**src/rtl/ext_memory_interface.sv**
```systemverilog
// Program-memory responder and optional 4-bit I/O port on the multiplexed CPU bus.
// Define IO_PORT_EN to include the SRC/WRR/RDR I/O port logic.
//
// state   | meaning
// A1..A3  | address nibbles low, mid, high (A3 issues the memory read)
// M1, M2  | opcode nibbles driven onto the bus (opr, then opa)
// X1..X3  | execute phases; X2 carries SRC chip number / WRR data / RDR drive
// IDLE    | no bus cycle in progress; waits for sync
module ext_memory_interface #(
    parameter logic [3:0] CHIP_ID    = 4'h0,
    parameter logic [3:0] PORT_RESET = 4'h0
) (
    input  logic        clock,
    input  logic        reset,
    input  logic        sync,
    input  logic        cm_rom,
    input  logic [3:0]  data_in,
    output logic [3:0]  data_out,
    output logic        data_out_en,
    output logic [11:0] mem_addr,
    output logic        mem_rd,
    input  logic [7:0]  mem_rdata,
    input  logic [3:0]  port_in,
    output logic [3:0]  port_out
);

    typedef enum logic [3:0] {
        PH_A1   = 4'd0,
        PH_A2   = 4'd1,
        PH_A3   = 4'd2,
        PH_M1   = 4'd3,
        PH_M2   = 4'd4,
        PH_X1   = 4'd5,
        PH_X2   = 4'd6,
        PH_X3   = 4'd7,
        PH_IDLE = 4'd8
    } phase_t;

    phase_t      phase;
    logic [7:0]  addr_lo;
    logic [11:0] mem_addr_q;
    logic [3:0]  opr;
    logic [3:0]  opa;
    logic        rdr_drive;

    always_ff @(posedge clock) begin
        if (reset) begin
            phase      <= PH_IDLE;
            addr_lo    <= 8'h00;
            mem_addr_q <= 12'h000;
            opr        <= 4'h0;
            opa        <= 4'h0;
        end else begin
            case (phase)
                PH_A1:   addr_lo[3:0] <= data_in;
                PH_A2:   addr_lo[7:4] <= data_in;
                PH_A3:   mem_addr_q   <= {data_in, addr_lo};
                PH_M1:   {opr, opa}   <= mem_rdata;
                default: ;
            endcase
            // sync always restarts the cycle, even mid-instruction
            if (sync)
                phase <= PH_A1;
            else if (phase == PH_X3 || phase == PH_IDLE)
                phase <= PH_IDLE;
            else
                phase <= phase_t'(phase + 4'd1);
        end
    end

`ifdef IO_PORT_EN
    logic       selected;
    logic       io_pend;
    logic [3:0] io_op;
    logic [3:0] port_q;

    always_ff @(posedge clock) begin
        if (reset) begin
            selected <= 1'b0;
            io_pend  <= 1'b0;
            io_op    <= 4'h0;
            port_q   <= PORT_RESET;
        end else begin
            if (phase == PH_X2 && opr == 4'h2 && opa[0] && cm_rom)
                selected <= (data_in == CHIP_ID);
            if (phase == PH_M2 && opr == 4'hE && cm_rom && selected) begin
                io_pend <= 1'b1;
                io_op   <= opa;
            end else if (phase == PH_X2) begin
                io_pend <= 1'b0;
            end
            if (phase == PH_X2 && io_pend && io_op == 4'h2)
                port_q <= data_in;
            // a restarted cycle never completes its pending I/O action
            if (sync)
                io_pend <= 1'b0;
        end
    end

    assign rdr_drive = (phase == PH_X2) && io_pend && (io_op == 4'hA);
    assign port_out  = port_q;
`else
    logic unused_io;
    assign unused_io = cm_rom ^ (^opr);
    assign rdr_drive = 1'b0;
    assign port_out  = PORT_RESET;
`endif

    always_comb begin
        data_out    = 4'h0;
        data_out_en = 1'b0;
        mem_rd      = 1'b0;
        mem_addr    = mem_addr_q;
        case (phase)
            PH_A3: begin
                mem_rd   = 1'b1;
                mem_addr = {data_in, addr_lo};
            end
            PH_M1: begin
                data_out_en = 1'b1;
                data_out    = mem_rdata[7:4];
            end
            PH_M2: begin
                data_out_en = 1'b1;
                data_out    = opa;
            end
            PH_X2: begin
                if (rdr_drive) begin
                    data_out_en = 1'b1;
                    data_out    = port_in;
                end
            end
            default: ;
        endcase
    end

endmodule

```
**config.mk**
```make
export PLATFORM = sky130hd
export DESIGN_NAME = ext_memory_interface
export DESIGN_NICKNAME = d
export VERILOG_FILES = /design/src/rtl/ext_memory_interface.sv
export SDC_FILE = /design/constraint.sdc
export NUM_CORES = 1
export LEC_CHECK = 0
export CORE_ASPECT_RATIO = 0.9
export CORE_MARGIN = 1
export CORE_UTILIZATION = 41
export CTS_CLUSTER_SIZE = 40
export DETAILED_ROUTE_END_ITERATION = 10
export PLACE_DENSITY = 0.86
export SYNTH_ARGS = -nofsm -noshare
export SYNTH_HDL_FRONTEND = slang
export SYNTH_SLANG_ARGS = --single-unit
```
**constraint.sdc**
```tcl
create_clock -name clock -period 1.7 [get_ports clock]
set_input_delay 0.425 -clock clock [delete_from_list [all_inputs] [get_ports clock]]
set_output_delay 0.425 -clock clock [all_outputs]
set_load 0.05 [all_outputs]
```
Yosys cells after proc, flatten, opt, wreduce, memory -nomap -nowiden
Index checks and enable logic that the tools add are counted.
{"block": "word_totals", "romBits": 0, "ramBits": 0, "in_bits": 20, "output_inout_bits": 22, "elab_cells": 23, "register_bits": 28, "latchBits": 0, "memories": 0}
{"block": "op_classes", "n_lt_le_gt_ge": 0, "bitwise": 0, "shift": 0, "mux": 6, "div": 0, "eq_ne": 6, "add_sub_neg": 1, "mul": 0, "reduce_logical": 4}
{"cell": "$mux W12", "count": 1}
{"cell": "$eq A4 B2 Y1 const B", "count": 2}
{"cell": "$eq A4 B3 Y1 const B", "count": 2}
{"cell": "$mux W4", "count": 2}
{"cell": "$pmux W4 S2", "count": 1}
{"cell": "$add A4 B1 Y4 const B", "count": 1}
{"cell": "$eq A4 B1 Y1 const B", "count": 1}
{"cell": "$eq A4 B4 Y1 const B", "count": 1}
{"cell": "$logic_not A4 Y1", "count": 1}
{"cell": "$reduce_or A3 Y1", "count": 1}
{"cell": "$mux W1", "count": 2}
{"cell": "$reduce_or A2 Y1", "count": 1}
{"cell": "$logic_or A1 B1 Y1", "count": 1}

Longest topological paths before layout
Gate-level depths: netlist of run 1.
{"block": "logic_depth", "depth_word": 4, "mapped_depth": 6}

Worst setup path after synthesis of run 1
OpenSTA, ideal clock, no wires.
{"block": "synth_path", "path_type": "flip-flop to output port", "start": "reg phase[0]", "end": "out data_out[2]", "required_ns": 1.275, "t_arrival_ns": 1.633, "path_stages_with_launch": 5, "path_slack_ns": -0.358, "path_cell_list": "dfxtp_1 > ha_1 > nor2b_1 > a32oi_1 > nor2_1"}
{"block": "synth_between", "elab_chain_cells": 2, "elab_cells_between_ends": 3}
{"element": "start, declared", "line": "39", "text": "phase_t phase;"}
{"element": "start signal, assigned", "line": "67", "text": "phase <= phase_t'(phase + 4'd1);"}
{"element": "$eq A4 B3 Y1 or $eq A4 B2 Y1 (tied branches)", "line": "114", "text": "case (phase)"}
{"element": "$pmux W4 S2 (*)", "line": "114"}
{"element": "end, declared", "line": "18", "text": "output logic [3:0] data_out,"}
Mark *: on every way between the ends. The rest lies on a longest branch, timed or not.

Final worst setup path of run 1
{"block": "layout_path", "start": "reg phase[0]", "end": "out mem_addr[5]"}
{"block": "layout_between", "elab_chain_cells": 2}
{"element": "$eq A4 B2 Y1", "line": "114"}
{"element": "$mux W12", "line": "114"}
{"element": "end, declared", "line": "20", "text": "output logic [11:0] mem_addr,"}
Every way passes these cells.

==> results of run 1 <==
## power groups by stage
stage	logic, mW	clock network (mW)	registers [mW]
after global routing	0.177	0.367	0.675
after global placement	0.142	0	0.688
final	0.165	0.332	0.673
after floorplan	0.0777	0	0.689
after CTS	0.158	0.335	0.673
after detailed placement	0.148	0	0.689
## worst paths after layout
path,from,to,slack (ns)
worst min-delay path,addr_lo[1],addr_lo[1],0.53
worst max register to register,phase[1],addr_lo[3],0.07
worst max-delay path,phase[0],mem_addr[5],-0.51
worst min register to register,addr_lo[1],addr_lo[1],0.53
## logic make-up (layout without fill, tap and decap cells)
family / count (synthesis) / after routing / synth area share, %
AND/OR/NAND/NOR: 40 / 40 / 18.1
flip-flops: 28 / 28 / 42.5
multiplexers: 24 / 24 / 21.9
buffers and inverters: 13 / 58 / 6.74
AO/OA/AOI/OAI: 10 / 10 / 5.89
adder cells (fa/ha/maj): 4 / 4 / 3.80
other: 1 / 4 / 0.285
XOR/XNOR: 1 / 1 / 0.665
## registers in the layout, indices dropped and copies added (netlist names)
| signal | cells |
|---|---|
| opa | 4 |
| phase | 4 |
| mem_addr_q | 12 |
| addr_lo | 8 |
## per-stage QoR
| stage | area, um^2 | power, mW |
|---|---|---|
| 2_1_floorplan | 1380 | 0.767 |
| 3_3_place_gp | 1990 | 0.830 |
| 3_5_place_dp | 1990 | 0.836 |
| 4_1_cts | 2140 | 1.17 |
| 5_1_grt | 2180 | 1.22 |
| 6_report | 2180 | 1.17 |
## final cells by class
cell class | instances | area [um^2]
fillers | 199 | 886
multi-input cells | 83 | 860
flip-flops and latches | 28 | 566
well taps | 42 | 52.6
repair buffers | 51 | 653
inverters | 3 | 13.8
clock buffers | 4 | 36.3
## placed cells by master, fill, tap and decap left out, drive strengths merged
cell type      Yosys  final
nor2              21     21
nor3b              4      4
nand2              1      1
a21oi              2      2
inv                3      3
nand3b             1      1
mux2i             12     12
mux2              12     12
clkbuf             3      4
a41o               1      1
ha                 4      4
o21bai             1      1
a32oi              4      4
clkdlybuf4s50      0     14
and2b              9      9
dfxtp             28     28
a21o               1      1
conb               1      4
xnor2              1      1
o211ai             1      1
nor2b              4      4
buf                7     37
## repair_timing
action | 4_1_cts | 5_1_grt
resized for setup | 24 | 6
setup endpoints to repair | 18 | 21
endpoints found under the hold margin | 0 | 0
setup buffers | 2 | 1
pin swaps | 6 | 5
## metal layers
metal  vias up  global-route usage (%)
li1        493                       -
met1       502                    23.8
met2        28                    37.0
met3         8                    4.42
met4         0                    7.30
met5         -                       0
## critical path: stages, from the launching register on
cell,delay [ns]
dfxtp_2,0.36
inv_2,0.08
ha_4,0.12
nor3b_4,0.21
buf_12,0.19
mux2_4,0.34
buf_12,0.15
==> results list, run 1 <==
- The run finished, with violations left.
* Violated checks: setup timing
- Worst Path Max Fanout: 13
* Number of nets in the layout: 194
- In the detailed route, the total length drawn on met2 is approximately 1.8 mm.
- Once placement completed, the tool counted placed cells totaling about 210.
- Number of DRC violations after detailed routing: 0
* Worst setup SP type: flip-flop
* Antenna violations before repair: 0
- Library cell occupying the most area in the post-synthesis netlist: dfxtp_1
- The number of antenna diodes in the final layout is 0.
- The detailed router used layers up to and including met4.
- Gate count after technology mapping: about 120
* Data required time at the worst endpoint: 1.27 ns
* Layout area overhead: 65.5%
- Setup violations remaining at the end of the flow were counted as 18.
- The later pin in the worst-skew pair is clocked with a latency of ~0.33 ns.
- Unrepaired setup endpoints after global routing: yes
* Final standard cell utilization of the core: 71.1%
- Routability-driven placement finished with a final weighted congestion of slightly above 0.7.
* Final-layout setup total negative slack: -8.03 ns
- In this run the number of H-tree levels came out at 1.
- Entering global routing, the biggest net connects 27 pins.
- Measured along the x axis, the die boundary spans 61.8 um.
- Cell chosen for the clock root: clkbuf_4
- Dividing the detail-routed via count by the number of cells gives about 4.9.
- Dividing the synthesized area by the synthesized cell count gives roughly 11 um^2.
- Leading post-synthesis cells by cell area: dfxtp_1 (43%), mux2_4 (10%), mux2i_1 (9.1%), nor2_1 (6.0%), and2b_1 (5.1%)
- Layout cells sized above 1: 45.6%
* Netlist Area Pre-Place: around 1300 um^2
* Iteration count of the initial detailed-routing pass: 4
- Sequential cells were found to cover a little over two fifths of the synthesized design area.
* CTS tree: done
- The worst path uses 130% of the clock period.
- Wire length reported by the detailed router: ~3.3 mm
- Number of cells traversed by the worst hold path: 2
- Total global routing overflow: 0
- Highest clock rate: 452 MHz
* Tmin final: around 2.2 ns
- Combinational power share: 14.1%
- Port Buf Inserts: 32
- After the first detailed-routing iteration, the DRC count stood at roughly 40.
- Once detail routing completed, the nets flagged for antenna violations numbered 0.
- The floorplan has 19 rows.
- Length in cells of the worst reg-to-reg path: 8
* Critical Setup Path Class: reg2out
- Post-detailed-placement half-perimeter wirelength: between 2 and 2.5 mm
* Avg WL per Cell: 15.7 um
- Clk slew on worst S/H paths: 0.15 ns
* FF+latch count, synth: 28
- After detailed routing, the met3 layer carries ~92 um of wire.
- Int Pwr: 877 uW
- The commonest cells after synthesis are dfxtp_1 (28), nor2_1 (21), mux2i_1 (12).
- The worst setup path is captured at a primary output.
- Total power per unit cell area: between 500 and 600 nW/um^2
* Non-filler instance count after layout: about 210
- Count of synthesis-stage warnings from yosys: 0
- Net load switching power: just under 300 uW
- The first global-routing pass estimated 5.27 mm of wire.
- The tightest hold path in the finished design has a slack of 0.534 ns.
- Yosys mapped the design onto 26 distinct sky130hd cell types.
- Quantity of hold-fixing buffers added after cts: 0
* Number of buffers between clock root and the deepest sink: 2
- The min-delay analysis places its worst path in the category reg2reg.
- In this run the static leakage power is ~0.86 nW.
- Net Sw Frac: approximately 25%
- Asr flop ratio synth: 0%
- Initial standard-cell utilization of the core: 43.0%
* Routed vias: roughly 1.0k
* Number of enable-type register cells in the synthesized netlist: 0
- Overall global routing resource usage: a little over a fifth
- Smallest setup slack after layout: -0.512 ns
* Area share of the largest cell type after synthesis: between 40% and 50%
* Minimum setup slack after placement: -0.186 ns
- Pins Over Slew Limit: 0
* Vias in the first global route: between 1k and 1.5k
- During I/O placement, the number of pins put on the boundary was 42.
- In this run the vertical extent of the chip is about 56 um.
- Share of total power in sequential cells: a little under three fifths
- Between clock sinks in the finished design, the worst skew comes to around 0.0069 ns.
* Relative contribution of the clock network to total power: between 20% and 30%
- IR drop worst, VDD: 0.000519 V
- Hold violation count in the final report: 0
* Die outline area: roughly 3400 um^2
- In the final routing, the length of wire on met1 measures about 1.3 mm.
* Max-capacitance violation count: 0
* Number of clock buffers inserted by TritonCTS: 3
* Leading register cell type out of synthesis: dfxtp_1
- Clock tree synthesis found a total of 28 sinks.
* Total core area: about 3000 um^2
* Most common cell in the synthesized netlist: dfxtp_1
* Arrival time at the worst endpoint: 1.79 ns
No activity file was read; power rests on OpenSTA's default activity.
==> inputs of run 2 (changes only) <==
--- a/config.mk
+++ b/config.mk
@@ -11,6 +11,7 @@
 export CTS_CLUSTER_SIZE = 40
 export DETAILED_ROUTE_END_ITERATION = 10
 export PLACE_DENSITY = 0.86
+export SLEW_MARGIN = 30
 export SYNTH_ARGS = -nofsm -noshare
 export SYNTH_HDL_FRONTEND = slang
 export SYNTH_SLANG_ARGS = --single-unit
==> results of run 2 <==
Final layout, timing and power as in run 1 (identical DEF).
